<file path="src/rtl/load_store_unit_if.sv">
// load_store_unit_pkg / load_store_unit_if
//
// Purpose: shared memory-access type plus the single-beat data-bus bundle
// between the load/store unit (master) and the data memory (slave).
//
// Signals:
//   dbus_req_valid  master->slave  request valid
//   dbus_req_ready  slave->master  request accepted this cycle
//   dbus_req_we     master->slave  1 = write
//   dbus_req_addr   master->slave  word-aligned byte address
//   dbus_req_wdata  master->slave  lane-replicated store data
//   dbus_req_be     master->slave  byte enables
//   dbus_resp_valid slave->master  read data valid (in order, one outstanding)
//   dbus_resp_rdata slave->master  read word

package load_store_unit_pkg;
  typedef enum logic [1:0] {
    MEM_DISABLED = 2'b00,
    MEM_READ     = 2'b01,
    MEM_WRITE    = 2'b10
  } memaccess_t;
endpackage

interface load_store_unit_if #(
  parameter int XLEN = 32
);
  logic            dbus_req_valid;
  logic            dbus_req_ready;
  logic            dbus_req_we;
  logic [XLEN-1:0] dbus_req_addr;
  logic [XLEN-1:0] dbus_req_wdata;
  logic [3:0]      dbus_req_be;
  logic            dbus_resp_valid;
  logic [XLEN-1:0] dbus_resp_rdata;

  modport master (
    output dbus_req_valid, dbus_req_we, dbus_req_addr, dbus_req_wdata, dbus_req_be,
    input  dbus_req_ready, dbus_resp_valid, dbus_resp_rdata
  );

  modport slave (
    input  dbus_req_valid, dbus_req_we, dbus_req_addr, dbus_req_wdata, dbus_req_be,
    output dbus_req_ready, dbus_resp_valid, dbus_resp_rdata
  );
endinterface

</file>
<file path="src/rtl/load_store_unit.sv">
// load_store_unit
//
// Purpose: M1/M2 data-memory access unit. Turns M1 load/store ops into
// single-beat bus requests with byte enables, tracks one outstanding load,
// returns sign/zero-extended load data in M2 and stalls the pipeline on bus
// back-pressure or a late load response.
//
// Optional feature: define MISALIGN_TRAP_EN to flag misaligned half/word
// accesses on o_misalign_m1 (no request issued). Without it the address is
// truncated and the access proceeds.
//
// Ports:
//   clk, reset          core clock, synchronous active-high reset
//   i_memaccess_m1      MEM_READ / MEM_WRITE / MEM_DISABLED for M1
//   i_funct3_m1         width code (LB/LH/LW/LBU/LHU, SB/SH/SW)
//   i_addr_m1           byte address
//   i_wdata_m1          right-aligned store data
//   dbus                data-bus master modport
//   o_rdata_m2          extended load result
//   o_rdata_valid_m2    o_rdata_m2 valid this cycle
//   o_stall_mem         freeze F/D/E/M1 (and M2 while waiting)
//   o_misalign_m1       misaligned access (MISALIGN_TRAP_EN only)
//
// state | meaning
// ------+-------------------------------------------
// IDLE  | no request held, no load outstanding
// HOLD  | request presented, not yet accepted
// WAIT  | load accepted, response pending

module load_store_unit
  import load_store_unit_pkg::*;
#(
  parameter int XLEN = 32
) (
  input  logic               clk,
  input  logic               reset,
  input  memaccess_t         i_memaccess_m1,
  input  logic [2:0]         i_funct3_m1,
  input  logic [XLEN-1:0]    i_addr_m1,
  input  logic [XLEN-1:0]    i_wdata_m1,
  load_store_unit_if.master  dbus,
  output logic [XLEN-1:0]    o_rdata_m2,
  output logic               o_rdata_valid_m2,
  output logic               o_stall_mem,
  output logic               o_misalign_m1
);

  typedef enum logic [1:0] {
    IDLE = 2'b00,
    HOLD = 2'b01,
    WAIT = 2'b10
  } state_t;

  state_t          r_state;
  state_t          w_next;

  logic            r_hold_we;
  logic [XLEN-1:0] r_hold_addr;
  logic [XLEN-1:0] r_hold_wdata;
  logic [3:0]      r_hold_be;
  logic [1:0]      r_ld_off;
  logic [2:0]      r_ld_funct3;

  logic            w_latch_ld;
  logic            w_latch_hold;
  logic            w_new_slot;

  // ---------------- M1 request decode ----------------
  logic            w_is_load;
  logic            w_active;
  logic            w_is_byte;
  logic            w_is_half;
  logic            w_is_word;
  logic            w_misalign;
  logic            w_issue;
  logic [3:0]      w_m1_be;
  logic [XLEN-1:0] w_m1_wdata;
  logic [XLEN-1:0] w_m1_addr;

  assign w_is_load = (i_memaccess_m1 == MEM_READ);
  assign w_active  = (i_memaccess_m1 == MEM_READ) || (i_memaccess_m1 == MEM_WRITE);

  // funct3[2] only means "unsigned" for loads; stores with 1xx are unused
  // codes and fall back to the word form.
  assign w_is_byte = (i_funct3_m1[1:0] == 2'b00) && (w_is_load || !i_funct3_m1[2]);
  assign w_is_half = (i_funct3_m1[1:0] == 2'b01) && (w_is_load || !i_funct3_m1[2]);
  assign w_is_word = !w_is_byte && !w_is_half;

`ifdef MISALIGN_TRAP_EN
  assign w_misalign = w_active &&
                      ((w_is_half && i_addr_m1[0]) ||
                       (w_is_word && (i_addr_m1[1:0] != 2'b00)));
`else
  assign w_misalign = 1'b0;
`endif

  assign w_issue   = w_active && !w_misalign;
  assign w_m1_addr = {i_addr_m1[XLEN-1:2], 2'b00};

  always_comb begin
    w_m1_be    = 4'b1111;
    w_m1_wdata = i_wdata_m1;
    if (w_is_byte) begin
      w_m1_be    = 4'b0001 << i_addr_m1[1:0];
      w_m1_wdata = {(XLEN/8){i_wdata_m1[7:0]}};
    end else if (w_is_half) begin
      w_m1_be    = i_addr_m1[1] ? 4'b1100 : 4'b0011;
      w_m1_wdata = {(XLEN/16){i_wdata_m1[15:0]}};
    end
  end

  // ---------------- Load formatting ----------------
  logic [XLEN-1:0] w_byte_shift;
  logic [XLEN-1:0] w_half_shift;
  logic [7:0]      w_ld_byte;
  logic [15:0]     w_ld_half;

  assign w_byte_shift = dbus.dbus_resp_rdata >> {r_ld_off, 3'b000};
  assign w_half_shift = dbus.dbus_resp_rdata >> {r_ld_off[1], 4'b0000};
  assign w_ld_byte    = w_byte_shift[7:0];
  assign w_ld_half    = w_half_shift[15:0];

  always_comb begin
    case (r_ld_funct3)
      3'b000:  o_rdata_m2 = {{(XLEN-8){w_ld_byte[7]}}, w_ld_byte};
      3'b001:  o_rdata_m2 = {{(XLEN-16){w_ld_half[15]}}, w_ld_half};
      3'b100:  o_rdata_m2 = {{(XLEN-8){1'b0}}, w_ld_byte};
      3'b101:  o_rdata_m2 = {{(XLEN-16){1'b0}}, w_ld_half};
      default: o_rdata_m2 = dbus.dbus_resp_rdata;
    endcase
  end

  // ---------------- FSM next-state / outputs ----------------
  always_comb begin
    w_next              = r_state;
    dbus.dbus_req_valid = 1'b0;
    dbus.dbus_req_we    = 1'b0;
    dbus.dbus_req_addr  = '0;
    dbus.dbus_req_wdata = '0;
    dbus.dbus_req_be    = 4'b0000;
    o_rdata_valid_m2    = 1'b0;
    o_stall_mem         = 1'b0;
    o_misalign_m1       = 1'b0;
    w_latch_ld          = 1'b0;
    w_latch_hold        = 1'b0;
    w_new_slot          = 1'b0;

    // Outputs are forced quiet during reset so nothing leaks onto the bus
    // while the state register is being cleared.
    if (reset) begin
      w_next = IDLE;
    end else begin
      case (r_state)
        IDLE: w_new_slot = 1'b1;
        HOLD: begin
          dbus.dbus_req_valid = 1'b1;
          dbus.dbus_req_we    = r_hold_we;
          dbus.dbus_req_addr  = r_hold_addr;
          dbus.dbus_req_wdata = r_hold_wdata;
          dbus.dbus_req_be    = r_hold_be;
          // The accept cycle lets the held op advance, so only un-accepted
          // cycles cost a stall.
          o_stall_mem         = !dbus.dbus_req_ready;
          if (dbus.dbus_req_ready) w_next = r_hold_we ? IDLE : WAIT;
        end
        WAIT: begin
          if (dbus.dbus_resp_valid) begin
            o_rdata_valid_m2 = 1'b1;
            w_new_slot       = 1'b1;
          end else begin
            o_stall_mem = 1'b1;
          end
        end
        default: w_next = IDLE;
      endcase

      // Shared by IDLE and a completing WAIT: the M1 op is presented now.
      if (w_new_slot) begin
        w_next        = IDLE;
        o_misalign_m1 = w_misalign;
        if (w_issue) begin
          dbus.dbus_req_valid = 1'b1;
          dbus.dbus_req_we    = !w_is_load;
          dbus.dbus_req_addr  = w_m1_addr;
          dbus.dbus_req_wdata = w_m1_wdata;
          dbus.dbus_req_be    = w_m1_be;
          if (dbus.dbus_req_ready) begin
            if (w_is_load) begin
              w_latch_ld = 1'b1;
              w_next     = WAIT;
            end
          end else begin
            o_stall_mem  = 1'b1;
            w_latch_ld   = 1'b1;
            w_latch_hold = 1'b1;
            w_next       = HOLD;
          end
        end
      end
    end
  end

  // ---------------- State and latches ----------------
  always_ff @(posedge clk) begin
    if (reset) begin
      r_state      <= IDLE;
      r_hold_we    <= 1'b0;
      r_hold_addr  <= '0;
      r_hold_wdata <= '0;
      r_hold_be    <= 4'b0000;
      r_ld_off     <= 2'b00;
      r_ld_funct3  <= 3'b000;
    end else begin
      r_state <= w_next;
      if (w_latch_ld) begin
        r_ld_off    <= i_addr_m1[1:0];
        r_ld_funct3 <= i_funct3_m1;
      end
      if (w_latch_hold) begin
        r_hold_we    <= !w_is_load;
        r_hold_addr  <= w_m1_addr;
        r_hold_wdata <= w_m1_wdata;
        r_hold_be    <= w_m1_be;
      end
    end
  end

endmodule

</file>
<file path="src/flat_wrapper.sv">
// flat-port wrapper written by rule: the top's interface ports become plain ports
module load_store_unit_flat import load_store_unit_pkg::*;
#(
  parameter int XLEN = 32
)
  (clk, reset, i_memaccess_m1, i_funct3_m1, i_addr_m1, i_wdata_m1, o_rdata_m2, o_rdata_valid_m2, o_stall_mem, o_misalign_m1, dbus_dbus_req_valid, dbus_dbus_req_we, dbus_dbus_req_addr, dbus_dbus_req_wdata, dbus_dbus_req_be, dbus_dbus_req_ready, dbus_dbus_resp_valid, dbus_dbus_resp_rdata);
  load_store_unit_if #(.XLEN(XLEN)) dbus_i ();
  input  logic clk;
  input  logic reset;
  input  memaccess_t i_memaccess_m1;
  input  logic [2:0] i_funct3_m1;
  input  logic [XLEN-1:0] i_addr_m1;
  input  logic [XLEN-1:0] i_wdata_m1;
  output logic [XLEN-1:0] o_rdata_m2;
  output logic o_rdata_valid_m2;
  output logic o_stall_mem;
  output logic o_misalign_m1;
  output wire logic [$bits(dbus_i.dbus_req_valid)-1:0] dbus_dbus_req_valid;
  output wire logic [$bits(dbus_i.dbus_req_we)-1:0] dbus_dbus_req_we;
  output wire logic [$bits(dbus_i.dbus_req_addr)-1:0] dbus_dbus_req_addr;
  output wire logic [$bits(dbus_i.dbus_req_wdata)-1:0] dbus_dbus_req_wdata;
  output wire logic [$bits(dbus_i.dbus_req_be)-1:0] dbus_dbus_req_be;
  input wire logic [$bits(dbus_i.dbus_req_ready)-1:0] dbus_dbus_req_ready;
  input wire logic [$bits(dbus_i.dbus_resp_valid)-1:0] dbus_dbus_resp_valid;
  input wire logic [$bits(dbus_i.dbus_resp_rdata)-1:0] dbus_dbus_resp_rdata;
  assign dbus_dbus_req_valid = dbus_i.dbus_req_valid;
  assign dbus_dbus_req_we = dbus_i.dbus_req_we;
  assign dbus_dbus_req_addr = dbus_i.dbus_req_addr;
  assign dbus_dbus_req_wdata = dbus_i.dbus_req_wdata;
  assign dbus_dbus_req_be = dbus_i.dbus_req_be;
  assign dbus_i.dbus_req_ready = dbus_dbus_req_ready;
  assign dbus_i.dbus_resp_valid = dbus_dbus_resp_valid;
  assign dbus_i.dbus_resp_rdata = dbus_dbus_resp_rdata;
  load_store_unit #(.XLEN(XLEN)) u_core (.clk(clk), .reset(reset), .i_memaccess_m1(i_memaccess_m1), .i_funct3_m1(i_funct3_m1), .i_addr_m1(i_addr_m1), .i_wdata_m1(i_wdata_m1), .dbus(dbus_i), .o_rdata_m2(o_rdata_m2), .o_rdata_valid_m2(o_rdata_valid_m2), .o_stall_mem(o_stall_mem), .o_misalign_m1(o_misalign_m1));
endmodule
</file>
<file path="config.mk">
export PLATFORM = sky130hd
export DESIGN_NAME = load_store_unit_flat
export DESIGN_NICKNAME = d
export VERILOG_FILES = /design/src/rtl/load_store_unit_if.sv /design/src/rtl/load_store_unit.sv /design/src/flat_wrapper.sv
export SDC_FILE = /design/constraint.sdc
export NUM_CORES = 1
export LEC_CHECK = 0
export CAP_MARGIN = 10
export CORE_UTILIZATION = 30
export CTS_CLUSTER_DIAMETER = 50
export DETAILED_ROUTE_END_ITERATION = 7
export DONT_BUFFER_PORTS = 1
export PLACE_DENSITY = 0.43
export SYNTH_ARGS = -nofsm -noshare
export SYNTH_HDL_FRONTEND = slang
export SYNTH_SLANG_ARGS = --single-unit
</file>
<file path="constraint.sdc">
create_clock -name clk -period 4.6 [get_ports clk]
set_input_delay 0.92 -clock clk [delete_from_list [all_inputs] [get_ports clk]]
set_output_delay 0.92 -clock clk [all_outputs]
set_load 0.05 [all_outputs]
</file>
==> summary.txt, run 1 <==
Timing
  • RSZ-0062 raised after global routing: false
  • Max Clock Skew: 0.00800 ns
  • Max-slew headroom: 35.4%
  • Worst-Margin Slew: 0.967 ns
  • Setup violators final: 0
  • Setup TNS Final: 0 ns
  • Period utilisation layout: 80.5%
  • Fin. max-slew vios: 0
  • Max Freq: 270 MHz
  • Final Hold Viols: 0
  • Fin crit period: 3.71 ns

Worst hold path
  • Hold Path Origin: u_core.r_hold_addr[17]
  • WHS Endpoint: u_core.r_hold_addr[17]
  • Hold Crit Depth: 2
  • Hold Crit Class: reg2reg

Place
  • Dpl cells: 793
  • PortBufs: 0
  • Post-DP HPWL: 9990 um
  • Final weighted congestion in routability-driven placement: 0.768

Worst setup path
  • Crit end category: output port
  • WP data arrival: 2.79 ns
  • Critical-path maximum fanout: 31
  • Worst path cell trace: inv_1, ha_1, a21oi_2, nor2_2, nor3_4, buf_4, a22o_1
  • CP Buf/Inv Count: 2
  • Worst EP required: 3.68 ns
  • Source of the worst register-to-register timing path: u_core.r_state[0]
  • Critical path's top delay family: compound AO/OA/AOI/OAI gates
  • Startpoint Class: flip-flop
  • CP max stage delay: 0.58 ns
  • Critical path class: reg2out
  • Slowest cell on the critical path: a21oi_2
  • R2r worst-path depth: 6
  • Reg2reg setup slack: 2.09 ns
  • Worst reg2reg path endpoint: u_core.r_hold_be[0]

Die
  • Full die area: 16,500 um2
  • Starting density of the core: 31.1%
  • DIE HEIGHT: 128 um
  • Die X-Extent: 128 um
  • Row count: 45
  • Core box area: 15,400 um2
  • Ports: 210

Global routing
  • Total GRT Usage: 17.1%
  • Largest net degree at the start of global routing: 82
  • Total gr overflow: 0
  • Antenna violations before repair: 0
  • First-pass GRT wire length: 21,900 um
  • Vias in the first global route: 3,988

Routing
  • Drt pass-1 iters: 5
  • Detailed Route Iter0 Violations: 293
  • Vias: 4,358
  • Wire per inst: 17.9 um
  • Via density: 5.39
  • Final ANT Viol Nets: 0
  • Final wirelength: 14,500 um
  • Drt drc: 0

Logic synthesis
  • Netlist cell types: 52
  • Syn. warnings: 0
  • Mapped Area: 4800 um2
  • EDFF count, synth: 0
  • Synth Flop Type: dfxtp_1
  • Ys async rst share: 0%
  • Seq/Total Area, Yosys: 30.9%
  • Synthesized area per cell: 7.94 um2
  • Synthesized netlist cell count: 604
  • Synth Register Bits: 74

CTS
  • Sink Count: 74
  • CTS root buf: clkbuf_16
  • # hold bufs at CTS: 0
  • Post-CTS Setup Inserts: 0
  • Post_cts resized: 0
  • Worst-skew pair later-pin latency: 0.34 ns
  • Clock transition at path regs: 0.06 ns
  • CTS Buf Count: 9
  • Clock Tree Buf Depth: 2
  • CTS tree: done
  • CTS H-tree depth: 3

Finish
  • Leading cell type in the layout, fill and taps excluded: nand2_1
  • Area Growth Syn to Fin: 12.3%
  • Final core occ: 34.9%
  • Register area: 1480 um2
  • Layout cells sized above 1: 14.7%
  • Area of the multi-input gates: 2940 um2
  • Diode count: 0
  • Filler cell count: 1,631
  • Highest-count cells in the layout ignoring fill and taps: nand2_1 (111), dfxtp_1 (74), a21oi_1 (61), a22o_1 (40), buf_4 (39)
  • Nets: 704
  • Cell Count, Final, Fillers Out: 809

Power
  • Seq pwr share: 31.7%
  • Cell Pwr Density: 422 nW/um2
  • Comb pwr share: 32.3%
  • LEAKAGE: 2.03 nW
  • Design internal power: 1.39 mW
  • Part of the power in the clock network: 36.0%
  • Worst VDD drop: 0.144 mV
  • NetSw: 0.881 mW
  • Switching Fraction: 38.8%

Run status
  • Outcome: finished, final reports clean

Run
  • Max-cap violation count: 0
[routing by layer]
| metal | up-vias | share of wire [%] | track usage [%] |
|---|---|---|---|
| met5 | - | 0 | 0 |
| met1 | 2051 | 44 | 22.7 |
| li1 | 2128 | - | - |
| met3 | 16 | 8.0 | 4.53 |
| met2 | 163 | 46 | 26.3 |
| met4 | 0 | 1.8 | 6.99 |
[cells by family after synthesis]
kind of cell | Yosys count | synth area share [%]
adder cells (fa/ha/maj) | 6 | 1.57
flip-flops | 74 | 30.9
other | 1 | 0.0782
AO/OA/AOI/OAI | 198 | 29.6
AND/OR/NAND/NOR | 205 | 20.0
multiplexers | 41 | 8.95
buffers and inverters | 79 | 9.00
[sequential cells by signal, indices dropped and copies added (netlist names)]
signal,cells
u_core.r_hold_we,1
u_core.r_state,2
u_core.r_ld_funct3,3
u_core.r_hold_wdata,32
u_core.r_hold_addr,30
u_core.r_hold_be,4
u_core.r_ld_off,2
[metrics by stage]
stage | setup WS (ns) | total power, mW | cell area [um2] | hold slack (ns)
2_1_floorplan | 0.524 | 1.39 | 4800 | 0.432
3_3_place_gp | 0.890 | 1.46 | 5040 | 0.438
3_5_place_dp | 0.903 | 1.47 | 5040 | 0.442
4_1_cts | 0.869 | 2.31 | 5380 | 0.450
5_1_grt | 0.724 | 2.38 | 5380 | 0.468
6_report | 0.895 | 2.27 | 5380 | 0.452
[area by class of cell]
cell class | count | area share, %
timing repair buffer | 39 | 5.44
clock buffer | 10 | 4.25
tap | 211 | 4.90
multi-input combinational | 453 | 54.7
inverter | 16 | 1.12
sequential | 74 | 27.5
clock inverter | 6 | 2.09
[worst register-to-register path: cells and delay by family (launching register included)]
family,cells,cell delay (ns)
buffers and inverters,1,0.09
and+or+nand+nor,2,0.83
AOI/OAI and AO/OA,2,0.85
DFF,1,0.36
adders and majority gates,1,0.27
[synth_stat cells, drive strengths merged, types with 2 or more instances]
cell type / count / area, um2
nand2: 121 / 479
dfxtp: 74 / 1480
a21oi: 62 / 314
buf: 45 / 304
a22o: 40 / 350
nor2: 40 / 163
mux2i: 38 / 384
o2bb2ai: 27 / 243
a211oi: 25 / 193
clkbuf: 18 / 67.6
o21ai: 18 / 90.1
inv: 15 / 56.3
nand3: 11 / 55.1
a221o: 8 / 80.1
nor3b: 8 / 60.1
o22a: 7 / 61.3
ha: 6 / 75.1
nand2b: 5 / 31.3
nor2b: 5 / 33.8
nor3: 5 / 51.3
or3: 4 / 25.0
mux2: 3 / 45.0
a21o: 2 / 15.0
nand3b: 2 / 15.0
[worst max-delay path by stage]
stage / startpoint / endpoint / cells after the start
2_1_floorplan: i_memaccess_m1[0] / dbus_dbus_req_wdata[11] / 7
3_3_place_gp: i_memaccess_m1[0] / dbus_dbus_req_wdata[30] / 4
3_5_place_dp: i_memaccess_m1[0] / dbus_dbus_req_wdata[30] / 4
4_1_cts: u_core.r_state[0] / dbus_dbus_req_wdata[0] / 7
5_1_grt: u_core.r_state[0] / dbus_dbus_req_wdata[0] / 7
6_report: u_core.r_state[0] / dbus_dbus_req_addr[16] / 7
[power by group through the flow]
| stage | registers [mW] | logic (mW) | clock network, mW |
|---|---|---|---|
| after CTS | 0.721 | 0.738 | 0.847 |
| after detailed placement | 0.734 | 0.736 | 0 |
| after global placement | 0.733 | 0.730 | 0 |
| after global routing | 0.727 | 0.779 | 0.877 |
| final | 0.721 | 0.734 | 0.818 |
| after floorplan | 0.720 | 0.674 | 0 |
Note: power is estimated with default switching activity, not from simulation.
==> run 2, diff against run 1 <==
Settings changed: PLACE_DENSITY 0.43 to 0.44.
Clock period 4.6 ns to 3.3 ns, I/O delays scaled along.
==> summary.txt, run 2 (synthesized netlist as in run 1, its figures left out) <==
Power
  • NetSw: 1.25 mW
  • Comb pwr share: 39.1%
  • Part of the power in the clock network: 29.7%
  • Worst VDD drop: 0.233 mV
  • Seq pwr share: 31.3%
  • LEAKAGE: 2.47 nW
  • Design internal power: 1.95 mW
  • Switching Fraction: 39.0%
  • Cell Pwr Density: 502 nW/um2

Routing
  • Drt pass-1 iters: 4
  • Detailed Route Iter0 Violations: 260
  • Final wirelength: 15,700 um
  • Via density: 5.34
  • Wire per inst: 18.0 um
  • Vias: 4,648
  • Final ANT Viol Nets: 0
  • Drt drc: 0

Timing
  • Setup violators final: 0
  • Max Freq: 322 MHz
  • Max-slew headroom: 47.7%
  • Worst setup margin: 0.190 ns
  • Period utilisation layout: 94.2%
  • Fin crit period: 3.11 ns
  • Max Clock Skew: 0.00562 ns
  • RSZ-0062 raised after global routing: false
  • Final Hold Viols: 0
  • Worst-Margin Slew: 0.782 ns
  • Fin. max-slew vios: 0

Global routing
  • Antenna violations before repair: 0
  • Met2 usage: 29.9%
  • First-pass GRT wire length: 23,500 um
  • Total GRT Usage: 18.3%
  • Largest net degree at the start of global routing: 82
  • Grt peak-use layer: met2
  • Total gr overflow: 0
  • Met3 Use GR: 6.53%
  • Vias in the first global route: 4,405
  • Met1 global-route usage: 22.2%

Worst setup path
  • Worst EP required: 2.64 ns
  • Reg2reg setup slack: 1.12 ns
  • Startpoint Class: flip-flop
  • Critical path class: reg2out
  • WP data arrival: 2.45 ns
  • Crit end category: output port
  • Critical-path maximum fanout: 44

CTS
  • Clock transition at path regs: 0.06 ns
  • CTS Buf Count: 9
  • Clock Tree Buf Depth: 2
  • # hold bufs at CTS: 0
  • Post_cts resized: 0
  • Sink Count: 74
  • CTS tree: done
  • CTS root buf: clkbuf_16
  • CTS H-tree depth: 3
  • Post-CTS Setup Inserts: 0
  • Worst-skew pair later-pin latency: 0.34 ns

Die
  • DIE HEIGHT: 128 um
  • Full die area: 16,500 um2
  • Row count: 45
  • Ports: 210
  • Starting density of the core: 31.1%
  • Die X-Extent: 128 um
  • Core box area: 15,400 um2

Finish
  • Largest reg by FF count: u_core.r_hold_wdata
  • Cell area after layout: 6360 um2
  • Nets: 768
  • Layout cells sized above 1: 22.7%
  • Leading cell type in the layout, fill and taps excluded: nand2_1
  • Cell Count, Final, Fillers Out: 871
  • Diode count: 0
  • Highest-count cells in the layout ignoring fill and taps: nand2_1 (111), dfxtp_1 (74), a21oi_1 (61), buf_4 (58), buf_12 (45)
  • Top flop regs: u_core.r_hold_wdata x32, u_core.r_hold_addr x30, u_core.r_hold_be x4
  • Area Growth Syn to Fin: 32.7%
  • Max reg flops: 32

Place
  • PortBufs: 0
  • Final weighted congestion in routability-driven placement: 0.793
  • Post-DP HPWL: 10,900 um
  • Placed inst area: 6090 um2
  • Dpl ws: 0.342 ns
  • Dpl cells: 857

Run status
  • Outcome: finished, final reports clean

Run
  • Max-cap violation count: 0

Worst hold path
  • Hold Crit Class: in2reg
[run 2: per-layer routing]
layer  wire (um)  up-vias
met5           0        -
met4         280        0
met3        1380       22
met2        7310      175
met1        6720     2201
li1            -     2250
[run 2: power groups by stage]
stage	registers, mW	clock network [mW]	logic [mW]
global placement	1.02	0	1.24
detailed placement	1.02	0	1.25
finish	1.00	0.948	1.25
floorplan	1.00	0	0.940
CTS	0.999	0.978	1.26
global route	1.01	1.01	1.32
[run 2: final timing paths]
check	from	end	cells past startpoint
max	u_core.r_state[0]	dbus_dbus_req_wdata[21]	8
min	reset	u_core.r_hold_addr[5]	1
max reg2reg	u_core.r_state[0]	u_core.r_hold_addr[11]	8
min reg2reg	u_core.r_hold_addr[18]	u_core.r_hold_addr[18]	2
[run 2: cell type report]
cell class / instances / area [um2]
Sequential cell: 74 / 1480
Fill cell: 1586 / 9060
Multi-Input combinational cell: 453 / 2950
Inverter: 16 / 60.1
Timing Repair Buffer: 103 / 1340
Tap cell: 211 / 264
Clock inverter: 3 / 42.5
Clock buffer: 11 / 233
[run 2: worst max-delay path, stage by stage (launching register included)]
cell and delay [ns]:
dfxtp_1 0.36, inv_1 0.09, ha_1 0.26, a21oi_2 0.36
nor2_2 0.09, nor3_4 0.22, buf_12 0.29, o2bb2ai_1 0.18
buf_4 0.24
[run 2: metrics by stage]
stage                     utilization, %  TNS, ns  power (mW)  hold slack (ns)
after detailed placement            39.4        0        2.27            0.441
after global placement              39.4        0        2.26            0.435
after CTS                           41.2        0        3.23            0.372
final                               41.2        0        3.20            0.383
after floorplan                        -    -1.36        1.94            0.432
after global routing                41.2        0        3.34            0.367
==> run 3, diff against run 2 <==
--- a/config.mk
+++ b/config.mk
@@ -8,3 +8,3 @@
 export CAP_MARGIN = 10
-export CORE_UTILIZATION = 30
+export CORE_UTILIZATION = 55
 export CTS_CLUSTER_DIAMETER = 50
@@ -12,3 +12,3 @@
 export DONT_BUFFER_PORTS = 1
-export PLACE_DENSITY = 0.44
+export PLACE_DENSITY = 0.72
 export SYNTH_ARGS = -nofsm -noshare
--- a/constraint.sdc
+++ b/constraint.sdc
@@ -3,2 +3,2 @@
 set_output_delay 0.66 -clock clk [all_outputs]
-set_load 0.05 [all_outputs]
+set_load 0.1 [all_outputs]
==> summary.txt, run 3 (synthesized netlist as in run 1, its figures left out) <==
Finish
  • Cell area after layout: 6890 um2
  • Largest reg by FF count: u_core.r_hold_wdata
  • Final core occ: 82.6%
  • Leading cell type in the layout, fill and taps excluded: nand2_1
  • Filler cell count: 499
  • Top flop regs: u_core.r_hold_wdata x32, u_core.r_hold_addr x30, u_core.r_hold_be x4
  • Nets: 784
  • Highest-count cells in the layout ignoring fill and taps: nand2_1 (111), buf_12 (77), dfxtp_1 (74), a21oi_1 (58), buf_4 (42)
  • Max reg flops: 32
  • Diode count: 0
  • Layout cells sized above 1: 28.3%
  • Area Growth Syn to Fin: 43.7%

Global routing
  • Largest net degree at the start of global routing: 82
  • Antenna violations before repair: 0
  • Total GRT Usage: 33.0%
  • Total gr overflow: 0
  • Vias in the first global route: 4,718
  • First-pass GRT wire length: 23,400 um

Worst hold path
  • Hold Crit Class: in2reg

CTS
  • CTS tree: done
  • CTS H-tree depth: 3
  • Post-CTS Setup Inserts: 0
  • CTS Buf Count: 9
  • Worst-skew pair later-pin latency: 0.35 ns
  • # hold bufs at CTS: 0
  • CTS root buf: clkbuf_8
  • Post_cts resized: 0
  • Clock Tree Buf Depth: 2
  • Sink Count: 74
  • Clock transition at path regs: 0.09 ns

Die
  • Ports: 210
  • Core box area: 8340 um2
  • Die X-Extent: 95.4 um
  • DIE HEIGHT: 95.4 um
  • Full die area: 9100 um2
  • Starting density of the core: 57.5%
  • Row count: 33

Place
  • Placed inst area: 6670 um2
  • Final weighted congestion in routability-driven placement: 0.863
  • Post-DP HPWL: 10,900 um
  • PortBufs: 0

Routing
  • Final ANT Viol Nets: 0
  • Vias: 4,973
  • Drt pass-1 iters: 5
  • Drt drc: 0
  • Detailed Route Iter0 Violations: 237
  • Wire per inst: 19.3 um
  • Final wirelength: 15,200 um
  • Via density: 6.35

Timing
  • Fin. max-slew vios: 0
  • Setup violators final: 0
  • Final Hold Viols: 0
  • Worst-Margin Slew: 0.836 ns
  • Max Clock Skew: 0.0157 ns
  • Max-slew headroom: 44.0%
  • Final hold slack: 0.395 ns
  • Max Freq: 322 MHz
  • Fin crit period: 3.11 ns
  • RSZ-0062 raised after global routing: false
  • Period utilisation layout: 94.2%

Power
  • Cell Pwr Density: 542 nW/um2
  • Total chip power: 3.73 mW
  • Worst VDD drop: 0.381 mV
  • LEAKAGE: 2.69 nW

Worst setup path
  • Slowest cell on the critical path: dfxtp_1
  • Critical-path maximum fanout: 16
  • Startpoint Class: flip-flop
  • Crit end category: output port
  • Critical path class: reg2out
  • CP max stage delay: 0.72 ns
  • Worst EP required: 2.64 ns
  • WP data arrival: 2.45 ns
  • Worst path cell trace: nor2_1, mux2i_1, or3_1, nand2_1, buf_4

Run
  • Max-cap violation count: 0

Run status
  • Outcome: finished, final reports clean
-- run 3: changes by cell type in the layout (fill, tap and decap cells not counted), sizes merged --
cell	change
inv	+2
buf	+16
-- run 3: path summary, 6_finish.rpt --
check,from,end,slack [ns],cells after the start
hold / removal,reset,u_core.r_hold_wdata[20],0.39,1
hold reg to reg,u_core.r_hold_addr[2],u_core.r_hold_addr[2],0.46,2
setup / recovery,u_core.r_ld_funct3[0],o_rdata_m2[29],0.19,5
setup reg to reg,u_core.r_state[0],u_core.r_hold_wdata[19],0.89,7
-- run 3: critical path, delay by kind of cell, from the launching register on --
family / cells / cell delay, ns
buffers and inverters: 1 / 0.30
AND/OR/NAND/NOR: 3 / 0.95
flip-flops: 1 / 0.72
multiplexers: 1 / 0.15
-- run 3: area by class of cell --
type | count | area (um2) | share of cell area (%)
timing repair buffer | 119 | 1860 | 26.9
inverter | 16 | 60.1 | 0.871
clock inverter | 5 | 60.1 | 0.871
sequential | 74 | 1480 | 21.5
multi-input combinational | 453 | 3150 | 45.7
tap | 105 | 131 | 1.91
clock buffer | 11 | 151 | 2.20
-- run 3: layer usage --
metal / part of all wire (%) / vias up / global-route usage [%] / routed length (um)
met2: 49 / 277 / 53.9 / 7490
met5: 0 / - / 0 / 0
met4: 3.6 / 0 / 14.4 / 542
met3: 10 / 44 / 11.7 / 1520
li1: - / 2280 / - / -
met1: 37 / 2372 / 38.9 / 5600
-- run 3: through the flow --
stage / cells / setup WS (ns) / TNS [ns]
floorplan: 606 / -0.594 / -7.12
detailed placement: 767 / 0.270 / 0
CTS: 783 / 0.0873 / 0
finish: 783 / 0.192 / 0
global route: 783 / 0.0558 / 0
global placement: 767 / 0.340 / 0
-- run 3: report_power, final --
part | internal, mW | total [mW] | switching (mW)
combinational | 0.582 | 1.98 | 1.40
sequential | 0.958 | 1.01 | 0.0506
clock | 0.395 | 0.748 | 0.353
total | 1.93 | 3.73 | 1.80
